===== src/rtl/fpu_pkg.sv =====
// Shared FP32 field layout and divider FSM encoding for the FPU datapath.
package fpu_pkg;

  localparam int unsigned EXP_W   = 8;
  localparam int unsigned MANT_W  = 23;
  localparam int unsigned SIG_W   = 24;
  localparam int unsigned EXP_MAX = 255;
  localparam int unsigned BIAS    = 127;

  typedef enum logic [1:0] {
    IDLE   = 2'd0,
    DIVIDE = 2'd1,
    NORM   = 2'd2,
    DONE   = 2'd3
  } div_state_e;

endpackage


===== src/rtl/fpu_div_step.sv =====
// One combinational restoring-division step: trial subtract, quotient bit, shift.
module fpu_div_step #(
  parameter int unsigned REM_W = 26,
  parameter int unsigned SIG_W = 24
) (
  input  logic [REM_W-1:0] i_rem,
  input  logic [SIG_W-1:0] i_div,
  output logic [REM_W-1:0] o_rem,
  output logic             o_q
);

  logic [REM_W:0]   w_trial;
  logic [REM_W-1:0] w_keep;

  always_comb begin
    w_trial = {1'b0, i_rem} - {{(REM_W + 1 - SIG_W){1'b0}}, i_div};
    o_q     = ~w_trial[REM_W];
    w_keep  = o_q ? w_trial[REM_W-1:0] : i_rem;
    o_rem   = {w_keep[REM_W-2:0], 1'b0};
  end

endmodule


===== src/rtl/fpu_32_divider.sv =====
// Iterative FP32 divider, one quotient bit per clock, valid/ready on both sides.
// Define FPU_DIV_ROUND_EN for a guard step and round-to-nearest-even; default truncates.
module fpu_32_divider
  import fpu_pkg::*;
(
  input  logic        clk,
  input  logic        rst_n,
  input  logic        in_valid,
  output logic        in_ready,
  input  logic [31:0] X,
  input  logic [31:0] Y,
  output logic        out_valid,
  input  logic        out_ready,
  output logic [31:0] res,
  output logic        overflow_flag,
  output logic        underflow_flag,
  output logic        div_by_zero_flag
);

`ifdef FPU_DIV_ROUND_EN
  localparam int unsigned Q_W = SIG_W + 2;
`else
  localparam int unsigned Q_W = SIG_W + 1;
`endif
  localparam int unsigned REM_W    = SIG_W + 2;
  localparam logic [4:0]  CNT_INIT = 5'(Q_W - 1);

  div_state_e         r_state, w_state_d;
  logic               r_sign;
  logic [EXP_W-1:0]   r_ex, r_ey;
  logic [SIG_W-1:0]   r_my;
  logic [REM_W-1:0]   r_rem, w_rem_nxt;
  logic [Q_W-1:0]     r_q;
  logic [4:0]         r_cnt;
  logic [31:0]        r_res;
  logic               r_ovf, r_unf, r_dbz;
  logic               w_qbit, w_accept, w_x_zero, w_y_zero, w_sign_in, w_rnd;
  logic signed [9:0]  w_exp;
  logic [MANT_W-1:0]  w_mant;
  logic [MANT_W:0]    w_mant_rnd;

  assign w_accept  = in_valid & (r_state == IDLE);
  assign w_x_zero  = (X[30:0] == 31'd0);
  assign w_y_zero  = (Y[30:0] == 31'd0);
  assign w_sign_in = X[31] ^ Y[31];

  assign in_ready         = (r_state == IDLE);
  assign out_valid        = (r_state == DONE);
  assign res              = r_res;
  assign overflow_flag    = r_ovf;
  assign underflow_flag   = r_unf;
  assign div_by_zero_flag = r_dbz;

  fpu_div_step #(
    .REM_W(REM_W),
    .SIG_W(SIG_W)
  ) u_step (
    .i_rem(r_rem),
    .i_div(r_my),
    .o_rem(w_rem_nxt),
    .o_q  (w_qbit)
  );

  always_ff @(posedge clk or negedge rst_n) begin
    if (!rst_n) r_state <= IDLE;
    else        r_state <= w_state_d;
  end

  always_comb begin
    w_state_d = r_state;
    case (r_state)
      IDLE:    if (in_valid) w_state_d = (w_x_zero || w_y_zero) ? DONE : DIVIDE;
      DIVIDE:  if (r_cnt == 5'd0) w_state_d = NORM;
      NORM:    w_state_d = DONE;
      DONE:    if (out_ready) w_state_d = IDLE;
      default: w_state_d = IDLE;
    endcase
  end

  // Single-bit normalisation: the quotient of two normal significands lies in (0.5, 2).
  always_comb begin
    w_exp = $signed({2'b00, r_ex}) - $signed({2'b00, r_ey}) + $signed(10'(BIAS));
    w_rnd = 1'b0;
    if (r_q[Q_W-1]) begin
      w_mant = r_q[Q_W-2 -: MANT_W];
    end else begin
      w_mant = r_q[Q_W-3 -: MANT_W];
      w_exp  = w_exp - 10'sd1;
    end
`ifdef FPU_DIV_ROUND_EN
    // The bit dropped by a top-bit normalisation joins the sticky set.
    w_rnd = (r_q[Q_W-1] ? r_q[1] : r_q[0])
          & ((r_q[Q_W-1] & r_q[0]) | (|r_rem) | w_mant[0]);
`endif
    w_mant_rnd = {1'b0, w_mant} + {{MANT_W{1'b0}}, w_rnd};
    if (w_mant_rnd[MANT_W]) w_exp = w_exp + 10'sd1;
  end

  always_ff @(posedge clk or negedge rst_n) begin
    if (!rst_n) begin
      r_sign <= 1'b0;
      r_ex   <= '0;
      r_ey   <= '0;
      r_my   <= '0;
      r_rem  <= '0;
      r_q    <= '0;
      r_cnt  <= '0;
      r_res  <= '0;
      r_ovf  <= 1'b0;
      r_unf  <= 1'b0;
      r_dbz  <= 1'b0;
    end else begin
      case (r_state)
        IDLE: if (w_accept) begin
          r_sign <= w_sign_in;
          r_ex   <= X[30:23];
          r_ey   <= Y[30:23];
          r_my   <= {|Y[30:23], Y[22:0]};
          r_rem  <= {2'b00, |X[30:23], X[22:0]};
          r_q    <= '0;
          r_cnt  <= CNT_INIT;
          r_ovf  <= 1'b0;
          r_unf  <= 1'b0;
          r_dbz  <= ~w_x_zero & w_y_zero;
          if (w_x_zero)      r_res <= 32'd0;
          else if (w_y_zero) r_res <= {w_sign_in, 8'hFF, 23'd0};
        end
        DIVIDE: begin
          r_rem <= w_rem_nxt;
          r_q   <= {r_q[Q_W-2:0], w_qbit};
          if (r_cnt != 5'd0) r_cnt <= r_cnt - 5'd1;
        end
        NORM: begin
          if (w_exp >= $signed(10'(EXP_MAX))) begin
            r_res <= {r_sign, 8'hFF, 23'd0};
            r_ovf <= 1'b1;
          end else if (w_exp <= 10'sd0) begin
            r_res <= {r_sign, 31'd0};
            r_unf <= 1'b1;
          end else begin
            r_res <= {r_sign, w_exp[7:0], w_mant_rnd[MANT_W-1:0]};
          end
        end
        default: ;
      endcase
    end
  end

endmodule


===== config.mk =====
export PLATFORM = sky130hd
export DESIGN_NAME = fpu_32_divider
export DESIGN_NICKNAME = d
export VERILOG_FILES = /design/src/rtl/fpu_pkg.sv /design/src/rtl/fpu_div_step.sv /design/src/rtl/fpu_32_divider.sv
export SDC_FILE = /design/constraint.sdc
export NUM_CORES = 1
export LEC_CHECK = 0
export ABC_CLOCK_PERIOD_IN_PS = 4430
export BUFFER_PORTS_ARGS = -buffer_cell sky130_fd_sc_hd__buf_2
export CORE_MARGIN = 2
export CORE_UTILIZATION = 55
export CTS_BUF_LIST = sky130_fd_sc_hd__clkbuf_16
export DETAILED_ROUTE_END_ITERATION = 12
export GPL_ROUTABILITY_DRIVEN = 0
export MAX_ROUTING_LAYER = met4
export PLACE_DENSITY = 0.85
export SYNTH_ARGS = -nofsm -noshare
export SYNTH_HDL_FRONTEND = slang
export SYNTH_SLANG_ARGS = --single-unit

===== constraint.sdc =====
create_clock -name clk -period 4.43 [get_ports clk]
set_clock_uncertainty 0.2 [all_clocks]
set_input_delay 0.443 -clock clk [delete_from_list [all_inputs] [get_ports clk]]
set_output_delay 0.443 -clock clk [all_outputs]
set_load 0.02 [all_outputs]

# --- After elaboration in Yosys (flattened, before gate mapping) ---
# Index checks and enable logic that the tools add are counted.
totals:
  register_bits: 134
  in_bits: 68
  out_inout_bits: 37
  wordCells: 80
op_classes:
  add_sub_neg: 5
  n_lt_le_gt_ge: 2
  eq_ne: 12
  mux: 27
  bitwise: 5
  n_reduce_logical: 17
ops:
  columns: ["operator", "count"]
  rows:
  - ["32-bit 2-to-1 mux", 3]
  - ["32-bit case mux with 2 select lines", 1]
  - ["31-bit zero test", 2]
  - ["31-bit 2-to-1 mux", 2]
  - ["26-bit case mux with 2 select lines", 1]
  - ["25-bit 2-to-1 mux", 2]
  - ["25-bit case mux with 2 select lines", 1]
  - ["26-bit by 24-bit subtractor with 27-bit output", 1]
  - ["26-bit 2-to-1 mux", 1]
  - ["23-bit 2-to-1 mux", 1]
  - ["8-bit OR reduction", 2]
  - ["2-bit != test (second input constant)", 6]
  - ["3-bit AND reduction", 4]
  - ["9-bit by 8-bit adder with 10-bit output (second input constant)", 1]
  - ["10-bit by 9-bit greater-or-equal comparator with 1-bit output (second input constant)", 1]
  - ["10-bit by 1-bit less-or-equal comparator with 1-bit output (second input constant)", 1]
  - ["10-bit 2-to-1 mux", 1]
  - ["5-bit 2-to-1 mux", 2]
  - ["5-bit case mux with 2 select lines", 1]
  - ["10-bit by 2-bit subtractor with 10-bit output (second input constant)", 1]
  - ["8-bit by 8-bit subtractor with 9-bit output", 1]
  - ["2-bit 2-to-1 mux", 4]
  - ["2-bit case mux with 4 select lines", 1]
  - ["5-bit zero test", 1]
  - ["other kinds (16)", 26]

# --- Logic depth before layout (Yosys ltp) ---
# Gate-level depths: netlist of run 1.
depth:
  depth_word: 8
  mapped_depth: 16
  mapped_depth_nobuf: 15

# --- By module ---
# A second synthesis of run 1 with hierarchy kept.
hier_totals:
  cells_unflattened: 856
  hier_area_um2: 8360.5
by_module_without_submodules:
  columns: ["module", "instances", "cells_each", "area_per_inst_um2", "seq_area_each_um2"]
  rows:
  - ["fpu_32_divider", 1, 612, 6737.7, 3353.2]
  - ["fpu_div_step", 1, 244, 1622.8, 0.0]

# --- Least setup slack after synthesis of run 1 ---
# Ideal clock, no wire load.
synth_path:
  path_type: "reg2reg"
  from: "reg r_ex[0]"
  to: "reg r_res[10] (netlist: res[10])"
  setup_ps: 74
  t_arrival_ps: 3417
  required_ps: 4156
  path_slack_ps: 739
  path_stages_with_launch: 17
  n_path_buf: 1
  synth_period_minus_slack_ps: 3691
  path_cell_list: "dfrtp_1 -> inv_1 -> ha_1 -> inv_1 -> fa_1 -> inv_1 -> ha_1 -> nand2b_1 -> nor2_1 -> a22o_1 -> mux2_4 -> mux2i_1 -> nor4_1 -> or3_1 -> or4_4 -> buf_6 -> o21ai_2"
synth_between:
  elab_chain_cells: 8
  word_cells_on_any_way: 9
  cone_classes: "add/sub: 3; order compare: 2; mux: 4"
synth_rtl:
  columns: ["item", "line", "text"]
  rows:
  - ["start: declaration", "fpu_32_divider.sv:30", "logic [EXP_W-1:0] r_ex, r_ey;"]
  - ["start signal: assignment", "fpu_32_divider.sv:116", "r_ex <= X[30:23];"]
  - ["8-bit by 8-bit subtractor with 9-bit output *", "fpu_32_divider.sv:82", "w_exp = $signed({2'b00, r_ex}) - $signed({2'b00, r_ey}) + $signed(10'(BIAS));"]
  - ["9-bit by 8-bit adder with 10-bit output *", "fpu_32_divider.sv:82", null]
  - ["10-bit by 2-bit subtractor with 10-bit output", "fpu_32_divider.sv:88", "w_exp = w_exp - 10'sd1;"]
  - ["10-bit 2-to-1 mux *", "fpu_32_divider.sv:84", "if (r_q[Q_W-1]) begin"]
  - ["10-bit by 1-bit less-or-equal comparator with 1-bit output", "fpu_32_divider.sv:137", "end else if (w_exp <= 10'sd0) begin"]
  - ["31-bit 2-to-1 mux", "fpu_32_divider.sv:137", null]
  - ["31-bit 2-to-1 mux *", "fpu_32_divider.sv:134", "if (w_exp >= $signed(10'(EXP_MAX))) begin"]
  - ["32-bit case mux with 2 select lines *", "fpu_32_divider.sv:113", "case (r_state)"]
  - ["end signal: assignment", "fpu_32_divider.sv:135", "r_res <= {r_sign, 8'hFF, 23'd0};"]
  - ["end signal: assignment", "fpu_32_divider.sv:138", "r_res <= {r_sign, 31'd0};"]
  - ["end signal: assignment", "fpu_32_divider.sv:141", "r_res <= {r_sign, w_exp[7:0], w_mant_rnd[MANT_W-1:0]};"]
  - ["end: declaration", "fpu_32_divider.sv:35", "logic [31:0] r_res;"]
# Every way passes the cells marked *; elsewhere a longest branch is shown, timed or not.
# A chain may end at the register's enable or synchronous reset.

# --- Worst setup path after layout of run 1 ---
layout_path:
  from: "reg r_ex[0]"
  to: "reg r_res[11] (netlist: res[11])"
# Same word-level chain as after synthesis.

==> results of run 1 <==
==> routing by layer <==
metal  vias up  wire length (um)
met4         0               381
met2       274              9620
met1      3345              8500
met3        41              1160
met5         -                 0
li1       3238                 -
==> cells in the final DEF, fill, tap and decap left out, drive strengths merged, types with 39 or more instances in the layout <==
master  netlist  layout
mux2i        39      39
inv          52      54
a21oi        49      49
mux2         42      42
nor2         47      47
nand2        67      67
ha           40      40
dfrtp       134     134
o21ai        67      67
buf          12     113
==> stage by stage <==
stage	total power (uW)	std cells	util [%]	instance area, um2	setup WS [ps]
2_1_floorplan	6390	830	-	8180	739
3_3_place_gp	7410	1091	61.1	8890	583
3_5_place_dp	7590	1091	61.1	8890	433
4_1_cts	9070	1124	65.3	9490	411
5_1_grt	9830	1124	65.3	9490	199
6_report	9160	1124	65.3	9490	405
==> area by class of cell <==
type                            count  area share (%)
Clock buffer                       17            4.48
Clock inverter                     15            1.74
Inverter                           53            2.10
Multi-Input combinational cell    607            47.4
Sequential cell                   134            35.3
Tap cell                          184            2.43
Timing Repair Buffer              114            6.50
==> power breakdown <==
| group | switching (uW) | internal [uW] |
|---|---|---|
| sequential | 269 | 1630 |
| combinational | 3460 | 2390 |
| clock | 537 | 876 |
==> repair_timing <==
action                     CTS  global route
setup endpoints to repair    0             0
hold buffers                 1             0
hold endpoints to repair    68             0
==> cells in the mapped netlist (5+ instances only) <==
cell                       count  share of area (%)
sky130_fd_sc_hd__a21o_1       11                1.0
sky130_fd_sc_hd__a21oi_1      48                2.9
sky130_fd_sc_hd__a22o_1       29                3.1
sky130_fd_sc_hd__a31oi_1       5               0.38
sky130_fd_sc_hd__and3_1        6               0.46
sky130_fd_sc_hd__buf_1         6               0.28
sky130_fd_sc_hd__clkbuf_1     24                1.1
sky130_fd_sc_hd__dfrtp_1     134                 41
sky130_fd_sc_hd__ha_1         40                6.1
sky130_fd_sc_hd__inv_1        52                2.4
sky130_fd_sc_hd__mux2_2       41                5.6
sky130_fd_sc_hd__mux2i_1      39                4.8
sky130_fd_sc_hd__nand2_1      67                3.1
sky130_fd_sc_hd__nand2b_1     11               0.84
sky130_fd_sc_hd__nand3_1      13               0.80
sky130_fd_sc_hd__nor2_1       46                2.1
sky130_fd_sc_hd__nor3_1       16               0.98
sky130_fd_sc_hd__nor3b_1      15                1.4
sky130_fd_sc_hd__nor4_1       18                1.4
sky130_fd_sc_hd__o211ai_1      5               0.46
sky130_fd_sc_hd__o21a_1        9               0.83
sky130_fd_sc_hd__o21ai_0      28                1.7
sky130_fd_sc_hd__o21ai_1      20                1.2
sky130_fd_sc_hd__o21ai_2      19                2.0
sky130_fd_sc_hd__o21bai_1      5               0.46
sky130_fd_sc_hd__o31ai_1       6               0.55
sky130_fd_sc_hd__xnor2_1      24                2.6
sky130_fd_sc_hd__xor2_1        8               0.86
==> worst paths after layout <==
check / startpoint / to / slack, ps / cells past startpoint
setup / recovery: r_ex[0] / res[11] / 410 / 15
min in group asynchronous: rst_n / res[23] / 490 / 2
hold / removal: Y[16] / r_my[16] / 60 / 2
max in group asynchronous: rst_n / r_rem[6] / 2520 / 3
hold reg to reg: res[3] / res[3] / 270 / 2
setup reg to reg: r_ex[0] / res[11] / 410 / 15
==> cell families after synthesis <==
group / count (synthesis) / share of synthesized area [%]
muxes: 81 / 10.6
DFF: 134 / 41.0
xor gates and xnor gates: 35 / 4.10
buffers and inverters: 89 / 4.36
and+or+nand+nor: 217 / 13.3
AOI/OAI and AO/OA: 232 / 20.1
adders and majority gates: 42 / 6.61
==> state kept, by name (all words and copies together) (netlist names) <==
signal and count:
div_by_zero_flag 1, overflow_flag 1, r_cnt 5, r_ex 8
r_ey 8, r_my 24, r_q 25, r_rem 26
r_sign 1, r_state 2, res 32, underflow_flag 1
==> results.py, run 1 <==
metrics = {
    "clocking": {
        "ctsResizeCount": 0,
        "cts.clk_slew.worst_paths_ps": 60,
        "numClockSinks": 134,
        "clockBufferDepth": 2,
        "numCtsBuffers": 17,
        "htreeDepth": 4,
        "worstSkewPairLatency_ps": 420,
        "clock_tree.root_cell": "sky130_fd_sc_hd__clkbuf_16",
        "cts_setup_buffers": 0,
        "cts_tree": "done",
    },
    "synthesis": {
        "post_synthesis_instance_total": 830,
        "async_set_reset_flop_share_out_of_synthesis_pct": 100,
        "synth.yosys.seq_area_share_pct": 41.0,
        "number_of_flops_mapped_to_enable_cells_by_yosys": 0,
        "syn-num-nets": 940,
        "syn_avg_cell_area_um2": 9.86,
        "synth_cell_types": 75,
        "mappedNetlistArea_um2": 8180,
        "ys_seq_elements": 134,
        "ys.warnings.count": 0,
        "synth_top_flop_cell": "sky130_fd_sc_hd__dfrtp_1",
    },
    "layout": {
        "number_of_fillers_in_the_final_layout": 1146,
        "insertedDiodeCount": 0,
        "sequential_standard_cell_area_um2": 3350,
        "post_route_cells_drive_above_1_share_pct": 23.7,
        "area_growth_syn_to_layout_pct": 15.9,
        "layout_nets": 1037,
        "area_of_combinational_cells_with_multiple_inputs_um2": 4500,
    },
    "routing": {
        "detail_route.iter0.violations": 549,
        "wl_per_cell_um": 17.5,
        "ant_nets": 0,
        "drc": 0,
        "aggregate_routed_wire_length_mm": 19.7,
        "drt_first_pass_iters": 5,
        "num_vias": 6898,
        "vias_per_cell": 6.14,
    },
    "global_route": {
        "antenna_found_initial": 0,
        "grt_usage_pct": 25.8,
        "global_route_wire_length_before_repair_mm": 32.5,
        "top_usage_layer": "met2",
        "overflow": 0,
        "grt_pass1_vias": 6683,
        "grt.met3_usage_pct": 5.10,
        "groute.layer.met1.usage_pct": 33.2,
        "groute.layer.met2.usage_pct": 42.1,
        "largest_net_degree_at_the_start_of_global_routing": 105,
    },
    "die": {
        "rows": 44,
        "area_of_the_die_um2": 15900,
        "design.core.area_um2": 14500,
        "die_extent_in_y_um": 126,
        "design.portCount": 105,
        "floorplan.initialDensity_pct": 56.3,
        "die_w_um": 126,
    },
    "timing": {
        "slew-limit-headroom_pct": 37.2,
        "setup_total_negative_slack_ps": 0,
        "hold_violations": 0,
        "fin_hold_ws_ps": 63.0,
        "fmax_mhz": 248,
        "worst_pin_slew_ps": 942,
        "rsz0062_at_grt": "false",
        "layout_worst_path_cycle_share_pct": 90.9,
        "final.min_clock_period_ps": 4020,
        "drv_slew": 0,
        "final-setup-viol-count": 0,
    },
    "worst_setup_path": {
        "worst_setup_path_start_kind": "register",
        "timing.critical_path.required_ps": 4570,
        "worstSetupEndpointType": "register",
        "path_delay_family": "simple AND/OR/NAND/NOR gates",
        "worstPathCellList": "inv_1 > ha_1 > inv_1 > fa_1 > inv_1 > ha_1 > nand2b_1 > nor2_1 > a22o_1 > mux2_4 > mux2i_1 > nor4_1 > or3_1 > or4_4 > o21ai_2",
        "timing.setup.critical_path_class": "register to register",
        "crit_fanout": 23,
        "worstPathBufferInverterCount": 3,
        "cp_common_cell": "sky130_fd_sc_hd__inv_1",
        "crit_slowest_cell": "sky130_fd_sc_hd__or4_4",
        "worst_path_largest_cell_delay_ps": 720,
        "crit_arrival_ps": 4170,
    },
    "power_and_ir_drop": {
        "power.static_leakage_uw": 0.00437,
        "power.ir.vdd_worst_v": 0.000552,
        "pwr_density_cell_nw_per_um2": 965,
    },
    "run": {
        "max_cap_viol_count": 0,
    },
    "hold_path": {
        "hold_path_class": "input port to register",
    },
    "outcome": {
        "run_status": "complete, no violations",
    },
    "place": {
        "io_buffers": 104,
        "dp_hpwl_mm": 13.8,
    },
}
Note: power is estimated with default switching activity, not from simulation.
==> inputs of run 2 (changes only) <==
Settings changed: ABC_AREA set to 1, GPL_TIMING_DRIVEN set to 0.
==> run 2 against run 1 <==
Compared with the run above:
- utilization decreased by 0.067 points
- setup slack improved by 530 ps
- final cell count increased by 34%
- final area increased by 4.1%
- synthesized area increased by 3.7%
- critical path depth increased by 7
- largest cell class unchanged
==> results.py, run 2 <==
metrics = {
    "clocking": {
        "worstSkewPairLatency_ps": 430,
        "cts_tree": "done",
        "cts_setup_buffers": 0,
        "clock_tree.root_cell": "sky130_fd_sc_hd__clkbuf_16",
        "cts.clk_slew.worst_paths_ps": 60,
        "numClockSinks": 134,
        "holdBufCountCts": 1,
        "numCtsBuffers": 17,
        "clockBufferDepth": 2,
        "htreeDepth": 4,
        "ctsResizeCount": 0,
    },
    "routing": {
        "num_vias": 8124,
        "aggregate_routed_wire_length_mm": 21.2,
        "vias_per_cell": 5.41,
        "drc": 0,
        "wl_per_cell_um": 14.1,
        "detail_route.iter0.violations": 602,
        "ant_nets": 0,
        "drt_first_pass_iters": 5,
    },
    "global_route": {
        "grt_pass1_vias": 7768,
        "overflow": 0,
        "global_route_wire_length_before_repair_mm": 35.5,
        "largest_net_degree_at_the_start_of_global_routing": 94,
        "grt_usage_pct": 27.9,
        "antenna_found_initial": 0,
    },
    "synthesis": {
        "synth_top_flop_cell": "sky130_fd_sc_hd__dfrtp_1",
        "synth.top_cell.area_share_pct": 39.5,
        "async_set_reset_flop_share_out_of_synthesis_pct": 100,
        "synth-simple-area-share_pct": 26.3,
        "share_of_synthesized_cell_area_in_full_adder_half_adder_and_majority_cells_pct": 6.37,
        "post_synthesis_instance_total": 1177,
        "ys_seq_elements": 134,
        "syn_avg_cell_area_um2": 7.21,
        "synth.top_cells.by_count": "sky130_fd_sc_hd__nand2_1, sky130_fd_sc_hd__inv_1, sky130_fd_sc_hd__dfrtp_1",
        "synth_compound_area_share_pct": 16.7,
        "mappedNetlistArea_um2": 8490,
        "synth_most_common_cell": "sky130_fd_sc_hd__nand2_1",
        "main_combinational_cell_family_by_area_after_synthesis": "simple AND/OR/NAND/NOR gates",
        "ys.warnings.count": 0,
        "synth_cell_types": 46,
        "yosys.area_share.xor_xnor_pct": 1.65,
        "number_of_flops_mapped_to_enable_cells_by_yosys": 0,
        "cell_types_with_the_largest_area_share_after_synthesis": "sky130_fd_sc_hd__dfrtp_1, sky130_fd_sc_hd__nand2_1, sky130_fd_sc_hd__inv_1",
        "synth.yosys.seq_area_share_pct": 39.5,
        "synth_top_cell_by_area": "sky130_fd_sc_hd__dfrtp_1",
        "syn-num-nets": 1287,
        "muxShareOfSynthArea_pct": 0,
    },
    "die": {
        "die_w_um": 128,
        "floorplan.initialDensity_pct": 56.0,
        "design.core.area_um2": 15100,
        "area_of_the_die_um2": 16400,
        "design.portCount": 105,
        "rows": 45,
        "die_extent_in_y_um": 128,
    },
    "worst_setup_path": {
        "worst_path_largest_cell_delay_ps": 430,
        "path_delay_family": "simple AND/OR/NAND/NOR gates",
        "crit_fanout": 10,
        "cp_common_cell": "sky130_fd_sc_hd__nand2_1",
        "worst_r2r_path_depth": 22,
        "worstSetupEndpointType": "register",
        "worst_setup_path_start_kind": "register",
        "worstPathBufferInverterCount": 6,
        "worstPathCellList": "inv_1 > ha_1 > inv_1 > fa_1 > inv_1 > ha_1 > nand3b_1 > nand2_1 > nor2_1 > nand3_1 > inv_1 > nand2_1 > nor2_1 > nand3_1 > nand2_1 > nand2_1 > inv_2 > nand2_2 > nor3_4 > buf_6 > nand2_1 > nand2_1",
        "timing.critical_path.required_ps": 4600,
        "r2r-start": "r_ex[0]",
        "crit_arrival_ps": 3660,
        "crit_slowest_cell": "sky130_fd_sc_hd__fa_1",
        "regToRegSetupSlack_ps": 930,
        "timing.setup.critical_path_class": "register to register",
        "critical_path.reg2reg.endpoint": "res[3]",
    },
    "timing": {
        "final.min_clock_period_ps": 3500,
        "drv_slew": 0,
        "slew-limit-headroom_pct": 44.7,
        "worst_pin_slew_ps": 830,
        "hold_violations": 0,
        "final-setup-viol-count": 0,
        "rsz0062_at_grt": "false",
        "layout_worst_path_cycle_share_pct": 78.9,
        "setup_total_negative_slack_ps": 0,
        "fmax_mhz": 286,
    },
    "outcome": {
        "run_status": "complete, no violations",
    },
    "layout": {
        "final_cell_mix": "sky130_fd_sc_hd__nand2_1, sky130_fd_sc_hd__inv_1, sky130_fd_sc_hd__dfrtp_1, sky130_fd_sc_hd__nor2_1, sky130_fd_sc_hd__buf_2",
        "insertedDiodeCount": 0,
        "post_route_cells_drive_above_1_share_pct": 13.4,
        "layout_nets": 1412,
        "area_growth_syn_to_layout_pct": 16.4,
        "layout_commonest_cell": "sky130_fd_sc_hd__nand2_1",
        "number_of_fillers_in_the_final_layout": 1282,
        "postLayoutCoreUtil_pct": 65.2,
        "number_of_flip_flops_in_the_largest_register": 32,
    },
    "hold_path": {
        "hold-path-cell-count": 3,
        "hold_path_startpoint": "Y[0]",
        "hold_path_class": "input port to register",
        "min_to": "r_my[0]",
    },
    "place": {
        "io_buffers": 104,
        "dp_hpwl_mm": 16.1,
    },
    "run": {
        "max_cap_viol_count": 0,
    },
}
[run 2: routing by layer]
layer	up-vias	GRT usage, %	share of wire [%]
met1	3717	34.8	45
met5	-	-	0
met4	0	9.89	2.9
met3	53	4.80	5.0
li1	4091	-	-
met2	263	45.9	47
[run 2: metrics by stage]
step                      setup slack, ps  hold WS, ps  cells  cell area (um2)
after global routing                  597         60.8   1503             9880
after global placement                977          257   1469             9240
after detailed placement             1020          182   1470             9280
after floorplan                      1440        -52.6   1177             8490
after CTS                             919         49.1   1503             9880
final                                 933         58.8   1503             9880
[run 2: cell families (layout without fill, tap and decap cells)]
family / count (synthesis) / in the layout
AND/OR/NAND/NOR: 525 / 525
AO/OA/AOI/OAI: 257 / 257
buffers and inverters: 203 / 341
flip-flops: 134 / 134
adder cells (fa/ha/maj): 42 / 42
XOR/XNOR: 16 / 16
[run 2: cell type report]
class | count | area, um2 | share of cell area, %
Tap cell | 188 | 235 | 2.38
Buffer | 40 | 193 | 1.95
Multi-Input combinational cell | 840 | 4330 | 43.8
Timing Repair Buffer | 106 | 564 | 5.71
Clock inverter | 15 | 164 | 1.66
Clock buffer | 17 | 425 | 4.31
Inverter | 163 | 612 | 6.20
Sequential cell | 134 | 3350 | 34.0
[run 2: worst max path at each step]
stage	cells after the start	slack, ps	startpoint	endpoint
finish	22	930	r_ex[0]	res[3]
global route	23	600	r_ex[0]	res[6]
CTS	22	920	r_ex[0]	res[3]
detailed placement	22	1020	r_ex[0]	res[3]
global placement	1	980	rst_n	r_rem[11]
floorplan	22	1440	r_ex[0]	res[10]
[run 2: worst min-delay path: stages]
cell,delay [ps]
sky130_fd_sc_hd__buf_2,110
sky130_fd_sc_hd__nand2_1,50
sky130_fd_sc_hd__nand2_1,50
Power of run 2 is left out: the tool's default activity adds up to more than one toggle a clock period on the data nets, which glitch-free logic cannot reach.
